--- src/rtl/tdm_pkg.sv ---
// Shared types and default sizing for the TDM demultiplexer.
package tdm_pkg;

  typedef enum logic {
    HUNT = 1'b0,
    LOCK = 1'b1
  } tdm_state_e;

  localparam int TDM_NUM_CH = 4;
  localparam int TDM_DATA_W = 8;

  // Width of a slot index for n channels; never narrower than one bit.
  function automatic int slot_w(input int n);
    return (n <= 2) ? 1 : $clog2(n);
  endfunction

endpackage

--- src/rtl/tdm_slot_ctr.sv ---
// Slot position counter: load-to-1 on a frame start, wraps NUM_CH-1 -> 0.
module tdm_slot_ctr
  import tdm_pkg::*;
#(
  parameter int NUM_CH = TDM_NUM_CH,
  parameter int SLOT_W = slot_w(TDM_NUM_CH)
) (
  input  logic              clk,
  input  logic              reset,
  input  logic              load_one,
  input  logic              incr,
  output logic [SLOT_W-1:0] slot
);

  localparam logic [SLOT_W-1:0] LAST_SLOT = SLOT_W'(NUM_CH - 1);
  localparam logic [SLOT_W-1:0] ONE       = SLOT_W'(1);

  // Load wins over increment so an SOF always restarts the frame at slot 1.
  always_ff @(posedge clk) begin
    if (reset) begin
      slot <= '0;
    end else if (load_one) begin
      slot <= ONE;
    end else if (incr) begin
      slot <= (slot == LAST_SLOT) ? '0 : slot + ONE;
    end
  end

endmodule

--- src/rtl/tdm_demux.sv ---
// TDM demultiplexer: spreads a slotted sample stream across NUM_CH
// registered channel outputs, tracking frame alignment via in_sof.
//
//   state | meaning
//   ------+-----------------------------------------------------------
//   HUNT  | not aligned; non-SOF beats dropped, waiting for an SOF
//   LOCK  | aligned; each beat lands in the slot the counter points at
module tdm_demux
  import tdm_pkg::*;
#(
  parameter int NUM_CH = TDM_NUM_CH,
  parameter int DATA_W = TDM_DATA_W
) (
  input  logic                     clk,
  input  logic                     reset,
  input  logic                     in_valid,
  input  logic [DATA_W-1:0]        in_data,
  input  logic                     in_sof,
  output logic [NUM_CH*DATA_W-1:0] ch_data,
  output logic [NUM_CH-1:0]        ch_valid,
  output logic                     frame_done,
  output logic                     sync_err,
  output logic                     locked
);

  localparam int SLOT_W = slot_w(NUM_CH);
  localparam logic [SLOT_W-1:0] LAST_SLOT = SLOT_W'(NUM_CH - 1);

  tdm_state_e        state;
  logic [SLOT_W-1:0] slot;
  logic              ctr_load_one;
  logic              ctr_incr;
  logic [NUM_CH-1:0] slot_onehot;

  // Counter controls: any accepted SOF restarts at 1; in-frame beats advance.
  // A beat at slot 0 without SOF is a framing error and leaves the count at 0.
  always_comb begin
    ctr_load_one = 1'b0;
    ctr_incr     = 1'b0;
    if (!reset && in_valid) begin
      if (in_sof) begin
        ctr_load_one = 1'b1;
      end else if (state == LOCK && slot != '0) begin
        ctr_incr = 1'b1;
      end
    end
  end

  // Strobe pattern for the slot currently addressed by the counter.
  always_comb begin
    slot_onehot       = '0;
    slot_onehot[slot] = 1'b1;
  end

  tdm_slot_ctr #(
    .NUM_CH (NUM_CH),
    .SLOT_W (SLOT_W)
  ) u_slot_ctr (
    .clk      (clk),
    .reset    (reset),
    .load_one (ctr_load_one),
    .incr     (ctr_incr),
    .slot     (slot)
  );

  // Framing FSM with all outputs registered; strobes default low each cycle.
  always_ff @(posedge clk) begin
    if (reset) begin
      state      <= HUNT;
      locked     <= 1'b0;
      ch_data    <= '0;
      ch_valid   <= '0;
      frame_done <= 1'b0;
      sync_err   <= 1'b0;
    end else begin
      ch_valid   <= '0;
      frame_done <= 1'b0;
      sync_err   <= 1'b0;
      if (in_valid) begin
        unique case (state)
          HUNT: begin
            if (in_sof) begin
              ch_data[0 +: DATA_W] <= in_data;
              ch_valid             <= NUM_CH'(1);
              state                <= LOCK;
              locked               <= 1'b1;
            end
          end
          LOCK: begin
            if (in_sof) begin
              // Early SOF restarts the frame; the truncated one never completes.
              ch_data[0 +: DATA_W] <= in_data;
              ch_valid             <= NUM_CH'(1);
              sync_err             <= (slot != '0);
            end else if (slot == '0) begin
              sync_err <= 1'b1;
              state    <= HUNT;
              locked   <= 1'b0;
            end else begin
              ch_data[int'(slot)*DATA_W +: DATA_W] <= in_data;
              ch_valid                             <= slot_onehot;
              frame_done                           <= (slot == LAST_SLOT);
            end
          end
          default: begin
            state  <= HUNT;
            locked <= 1'b0;
          end
        endcase
      end
    end
  end

endmodule

--- config.mk ---
export PLATFORM = sky130hd
export DESIGN_NAME = tdm_demux
export DESIGN_NICKNAME = d
export VERILOG_FILES = /design/src/rtl/tdm_pkg.sv /design/src/rtl/tdm_slot_ctr.sv /design/src/rtl/tdm_demux.sv
export SDC_FILE = /design/constraint.sdc
export NUM_CORES = 1
export LEC_CHECK = 0
export ABC_AREA = 1
export ABC_CLOCK_PERIOD_IN_PS = 4100
export CORE_MARGIN = 2
export CORE_UTILIZATION = 50
export DETAILED_ROUTE_END_ITERATION = 10
export PLACE_DENSITY_LB_ADDON = 0.05
export SKIP_LAST_GASP = 1
export SLEW_MARGIN = 25
export SYNTH_ARGS = -nofsm -noshare
export SYNTH_HDL_FRONTEND = slang
export SYNTH_SLANG_ARGS = --single-unit
export TNS_END_PERCENT = 50
--- constraint.sdc ---
create_clock -name clk -period 4.1 [get_ports clk]
set_input_delay 1.23 -clock clk [delete_from_list [all_inputs] [get_ports clk]]
set_output_delay 1.23 -clock clk [all_outputs]
set_load 0.05 [all_outputs]
=== Word-level counts from Yosys, hierarchy flattened ===
Index checks and enable logic that the tools add are counted.

* $add $sub $neg: 2
* Bitwise logic cells: 4
* Magnitude comparators: 2
* Shifts and indexed selects: 2
* Equal/unequal tests: 5
* Mux-type cells: 28
* Reduce and logical (&&, ||, !) cells: 14

{| class="wikitable"
|+ Operators by type and width
! cell !! number
|-
| $neg 5->33 || 1
|-
| $shift 8x33->32 const A || 1
|-
| $shiftx 8x33->32 || 1
|-
| $bwmux 32 || 1
|-
| $mux 8 || 3
|-
| $mux 1 || 16
|-
| $pmux 8 s2 || 1
|-
| $mux 4 || 2
|-
| $pmux 4 s2 || 1
|-
| $reduce_and 4->1 || 2
|-
| $reduce_or 5->1 || 1
|-
| $ne 2x2->1 const B || 2
|-
| $not 1->1 || 4
|-
| $pmux 1 s2 || 2
|-
| $reduce_bool 2->1 || 2
|-
| $reduce_or 2->1 || 2
|-
| $logic_and 1x1->1 || 3
|-
| $lt 2x3->1 const B || 1
|-
| $ne 3x3->1 const B || 1
|-
| $reduce_and 3->1 || 1
|-
| $reduce_or 3->1 || 1
|-
| $add 2x1->2 const B || 1
|-
| $demux 1 s2 || 1
|-
| $eq 2x2->1 const B || 1
|-
| 5 further kinds || 5
|}

* Bits in registers: 42
* Output and inout port bits: 39
* Logic and storage cells: 66

=== Depth between registers and ports, before layout ===
* Depth after elaboration: 7
* Depth in mapped cells: 12

=== By module ===
From an unflattened synthesis, not the netlist that was laid out.

* Cells, all modules: 279
* Area, all modules: 1910.6 um2

{| class="wikitable"
|+ Modules (own cells, without submodules)
! module !! times used !! area an instance (um2) !! cells each
|-
| tdm_demux || 1 || 1808.0 || 263
|-
| tdm_slot_ctr || 1 || 102.6 || 16
|}

=== Worst setup path after synthesis ===
Ideal clock, no wire load.

* Path type: in2reg
* From: in in_sof
* To: reg ch_data[14]
* Path slack: 1962 ps
* Library setup time: 114 ps
* Stages on the path: 8
* Path buffers: 1
* Data arrival time: 2024 ps
* Cells stage by stage: inv_1 -> ha_1 -> nand2_4 -> nor2_8 -> buf_6 -> nand2_1 -> nand2_1 -> nor2_1

* Cells in the longest elaborated chain, start to end: 2

{| class="wikitable"
|+ RTL lines
! element !! line !! text
|-
| start, declared || tdm_demux.sv:18 || <nowiki>input logic in_sof,</nowiki>
|-
| $not 1->1 (no source line) || -- ||
|-
| $reduce_and 4->1 (no source line) || -- ||
|-
| end signal, assigned by index || tdm_demux.sv:83 || <nowiki>ch_data[0 +: DATA_W] <= in_data;</nowiki>
|-
| end signal, assigned by index || tdm_demux.sv:92 || <nowiki>ch_data[0 +: DATA_W] <= in_data;</nowiki>
|-
| end signal, assigned by index || tdm_demux.sv:100 || <nowiki>ch_data[int'(slot)*DATA_W +: DATA_W] <= in_data;</nowiki>
|-
| end, declared || tdm_demux.sv:19 || <nowiki>output logic [NUM_CH*DATA_W-1:0] ch_data,</nowiki>
|}

No other way between the ends.
A chain may end at the register's enable or synchronous reset.

=== Final worst setup path ===
* From: reg u_slot_ctr.slot[0]
* To: reg ch_data[9]

* Cells in the longest elaborated chain, start to end: 3
* Elaborated cells between the ends (all ways): 7
* Classes of those cells: add/sub: 1; shift: 2; mux: 1; bitwise: 1; reduce/logical: 2

{| class="wikitable"
|+ RTL lines
! element !! line !! text
|-
| start, declared || tdm_slot_ctr.sv:12 || <nowiki>output logic [SLOT_W-1:0] slot</nowiki>
|-
| start signal, assigned || tdm_slot_ctr.sv:25 || <nowiki>slot <= (slot == LAST_SLOT) ? '0 : slot + ONE;</nowiki>
|-
| $neg 5->33 or $logic_not 2->1 (tied branches) || tdm_demux.sv:100, tdm_demux.sv:95 ||
|-
| $shiftx 8x33->32, or another cell as far along || tdm_demux.sv:100 ||
|-
| $bwmux 32 or $reduce_and 4->1 (tied branches) || -- ||
|}

Several ways; a longest one is shown, not always the timed one.

==> metrics.md <==
| Metric | Value |
|---|---|
| Status | `finished, final reports clean` |
| GPL Wtd Cong | `0.845` |
| Worst EP required | `4280 ps` |
| Die area | `4480 sq um` |
| DP Area | `2470 sq um` |
| Clock latency on the worst-skew pair | `290 ps` |
| Period minus WS final | `2710 ps` |
| FMAX | `369 MHz` |
| Leak | `1.09 nW` |
| Die width | `66.9 microns` |
| Port buffer count | `50` |
| TritonCTS clock tree | `done` |
| #FFs+latches synth | `41` |
| WL final | `4190 microns` |
| Commonest cells after routing, fill and taps aside | `72 x nand2_1, 71 x nor2_1, 50 x clkdlybuf4s50_1` |
| Syn_area_per_cell | `7.01 sq um` |
| Site Rows | `22` |
| Total grt overflow | `0` |
| Share of layout cells above drive strength 1 | `4.56%` |
| Post-Synthesis Cell Area | `1980 sq um` |
| Critical Path Sink Type | `flip-flop` |
| CTS Sinks | `41` |
| TritonCTS buffer count | `5` |
| Hold_ws | `483 ps` |
| Hold WC Path Type | `flip-flop to flip-flop` |
| First-pass GRT wire length | `6870 microns` |
| DPL Wire Length | `2950 microns` |
| Iter 0 DRT Violations | `104` |
| Synth-to-Final Area Change | `28.8%` |
| Via density | `4.82` |
| Crit start category | `flip-flop` |
| Crit path arrival time | `2900 ps` |
| Pwr/cell area | `303 nW/um^2` |
| Setup TNS | `0 ps` |
| Max_cap viols | `0` |
| IO Count | `51` |
| Crit path buf inv count | `2` |
| CP Cell Sequence | `inv_1 -> ha_1 -> inv_2 -> ha_1 -> nand2_4 -> nor2_8 -> nand2_1 -> nand2_1 -> nor2_1` |
| Layout Nets | `350` |
| Largest net degree at the start of global routing | `28` |
| Antenna Nets Post-Route | `0` |
| Fin area | `2550 sq um` |
| Crit share post-route | `66.1%` |
| Slew Viols, Final | `0` |
| IR drop worst, VDD | `0.241 mV` |
| Root buffer cell | `clkbuf_8` |
| Max FO, Critical Path | `27` |
| Syn Inst Count | `282` |
| Via count | `1818` |
| Syn_nets | `304` |
| Wire length per cell | `11.1 microns` |
| Critical path origin | `u_slot_ctr.slot[0]` |
| Worst slew margin | `49.0%` |
| RR Startpoint | `u_slot_ctr.slot[0]` |
| Sequential cell area fraction in the yosys report | `41.5%` |
| Initial Util | `52.8%` |
| Core area | `3740 sq um` |
| Reg2Reg Depth | `9` |
| Worst path max stage delay | `820 ps` |
| Initial antenna violation count | `0` |
| Clock Skews | `4.01 ps` |
| Hold Vio Cnt, Final | `0` |
| Worst slew pin tran | `764 ps` |
| WP depth | `9` |
| Critical path's slowest cell | `dfxtp_1` |
| CTS H-Tree Depth | `2` |
| Worst Setup EP | `ch_data[9]` |
| Clock Path Buffers | `2` |
| Setup-failing EPs final | `0` |
| DRC errors left | `0` |
| First drt pass iteration count | `4` |
| Kind of critical path | `flip-flop to flip-flop` |
| GR Util All Layers | `20.5%` |
| Post-CTS sizing | `0` |
| Yosys warning total | `0` |
| Count of different cell masters after synthesis | `22` |
| Flop-to-flop setup slack | `1390 ps` |
| Post-CTS Setup Inserts | `0` |
| Clk pin slew, worst setup/hold paths | `70 ps` |
| N_diodes | `0` |
| Cts hold-fix bufs | `0` |
| Most common cell after layout, fill and taps aside | `nand2_1` |
| RSZ-0062 raised after global routing | `no` |
| Vias in the first global route | `1579` |
| Die H | `66.9 microns` |
| CP delay by family, top | `flip-flops` |
| R2R Path End | `ch_data[9]` |
-- how the worst min path moves through the flow --
stage                      startpoint     endpoint  slack [ps]  cells after the start
after detailed placement  ch_data[20]  ch_data[20]         470                      2
after floorplan                 state     sync_err         480                      2
after CTS                 ch_data[29]  ch_data[29]         490                      2
after global routing      ch_data[17]  ch_data[17]         500                      2
final                     ch_data[29]  ch_data[29]         480                      2
after global placement    ch_data[19]  ch_data[19]         460                      2
-- power breakdown --
group	switching, W	internal, W	total (W)
combinational	0.0000737	0.0000378	0.000112
clock	0.000127	0.000121	0.000248
sequential	0.00000780	0.000406	0.000414
-- sequential cells by signal, summed over array words and instances (netlist names) --
register	cells
ch_valid	4
sync_err	1
u_slot_ctr.slot	2
ch_data	32
locked	1
state	1
-- through the flow --
| step | utilization [%] | worst slack (ps) | std cells | total power, W |
|---|---|---|---|---|
| 2_1_floorplan | - | 1960 | 282 | 0.000495 |
| 3_3_place_gp | 65.9 | 1240 | 369 | 0.000533 |
| 3_5_place_dp | 65.9 | 1210 | 369 | 0.000534 |
| 4_1_cts | 68.1 | 1410 | 377 | 0.000780 |
| 5_1_grt | 68.1 | 1110 | 377 | 0.000804 |
| 6_report | 68.1 | 1390 | 377 | 0.000773 |
-- cell usage after synthesis, drive strengths merged --
cell    number  area (sq um)
buf          9          66.3
nand3        6          35.0
nor2        75           324
nand4       16           100
nand2       74           288
o21ai       10          50.1
inv         25          93.8
clkinv       1          3.75
ha          10           125
dfxtp       41           821
nor3         1          5.00
a21oi       11          55.1
clkbuf       3          11.3
-- area by class of cell --
cell class	count	area, sq um
inverter	26	97.6
sequential	41	821
tap	48	60.1
clock buffer	8	80.1
timing repair buffer	51	508
fill	350	1190
multi-input combinational	203	982
-- routing by layer --
metal | up-vias | part of all wire [%] | global-route usage [%]
met4 | 0 | 1.1 | 7.65
li1 | 971 | - | -
met2 | 48 | 44 | 33.1
met5 | - | 0 | 0
met3 | 5 | 4.9 | 4.73
met1 | 794 | 50 | 26.4
-- worst min-delay path, stage by stage, from the launching register on --
cell	delay, ps
dfxtp_1	310
nor2_1	90
nor2_1	50
-- logic make-up (layout without fill, tap and decap cells) --
logic type                 after synthesis  in the layout  share of synthesized area, %
AOI/OAI and AO/OA                       21             21                          5.31
DFF                                     41             41                          41.5
adders and majority gates               10             10                          6.33
buffers and inverters                   38             85                          8.85
and+or+nand+nor                        172            172                          38.0
Note: power is estimated with default switching activity, not from simulation.
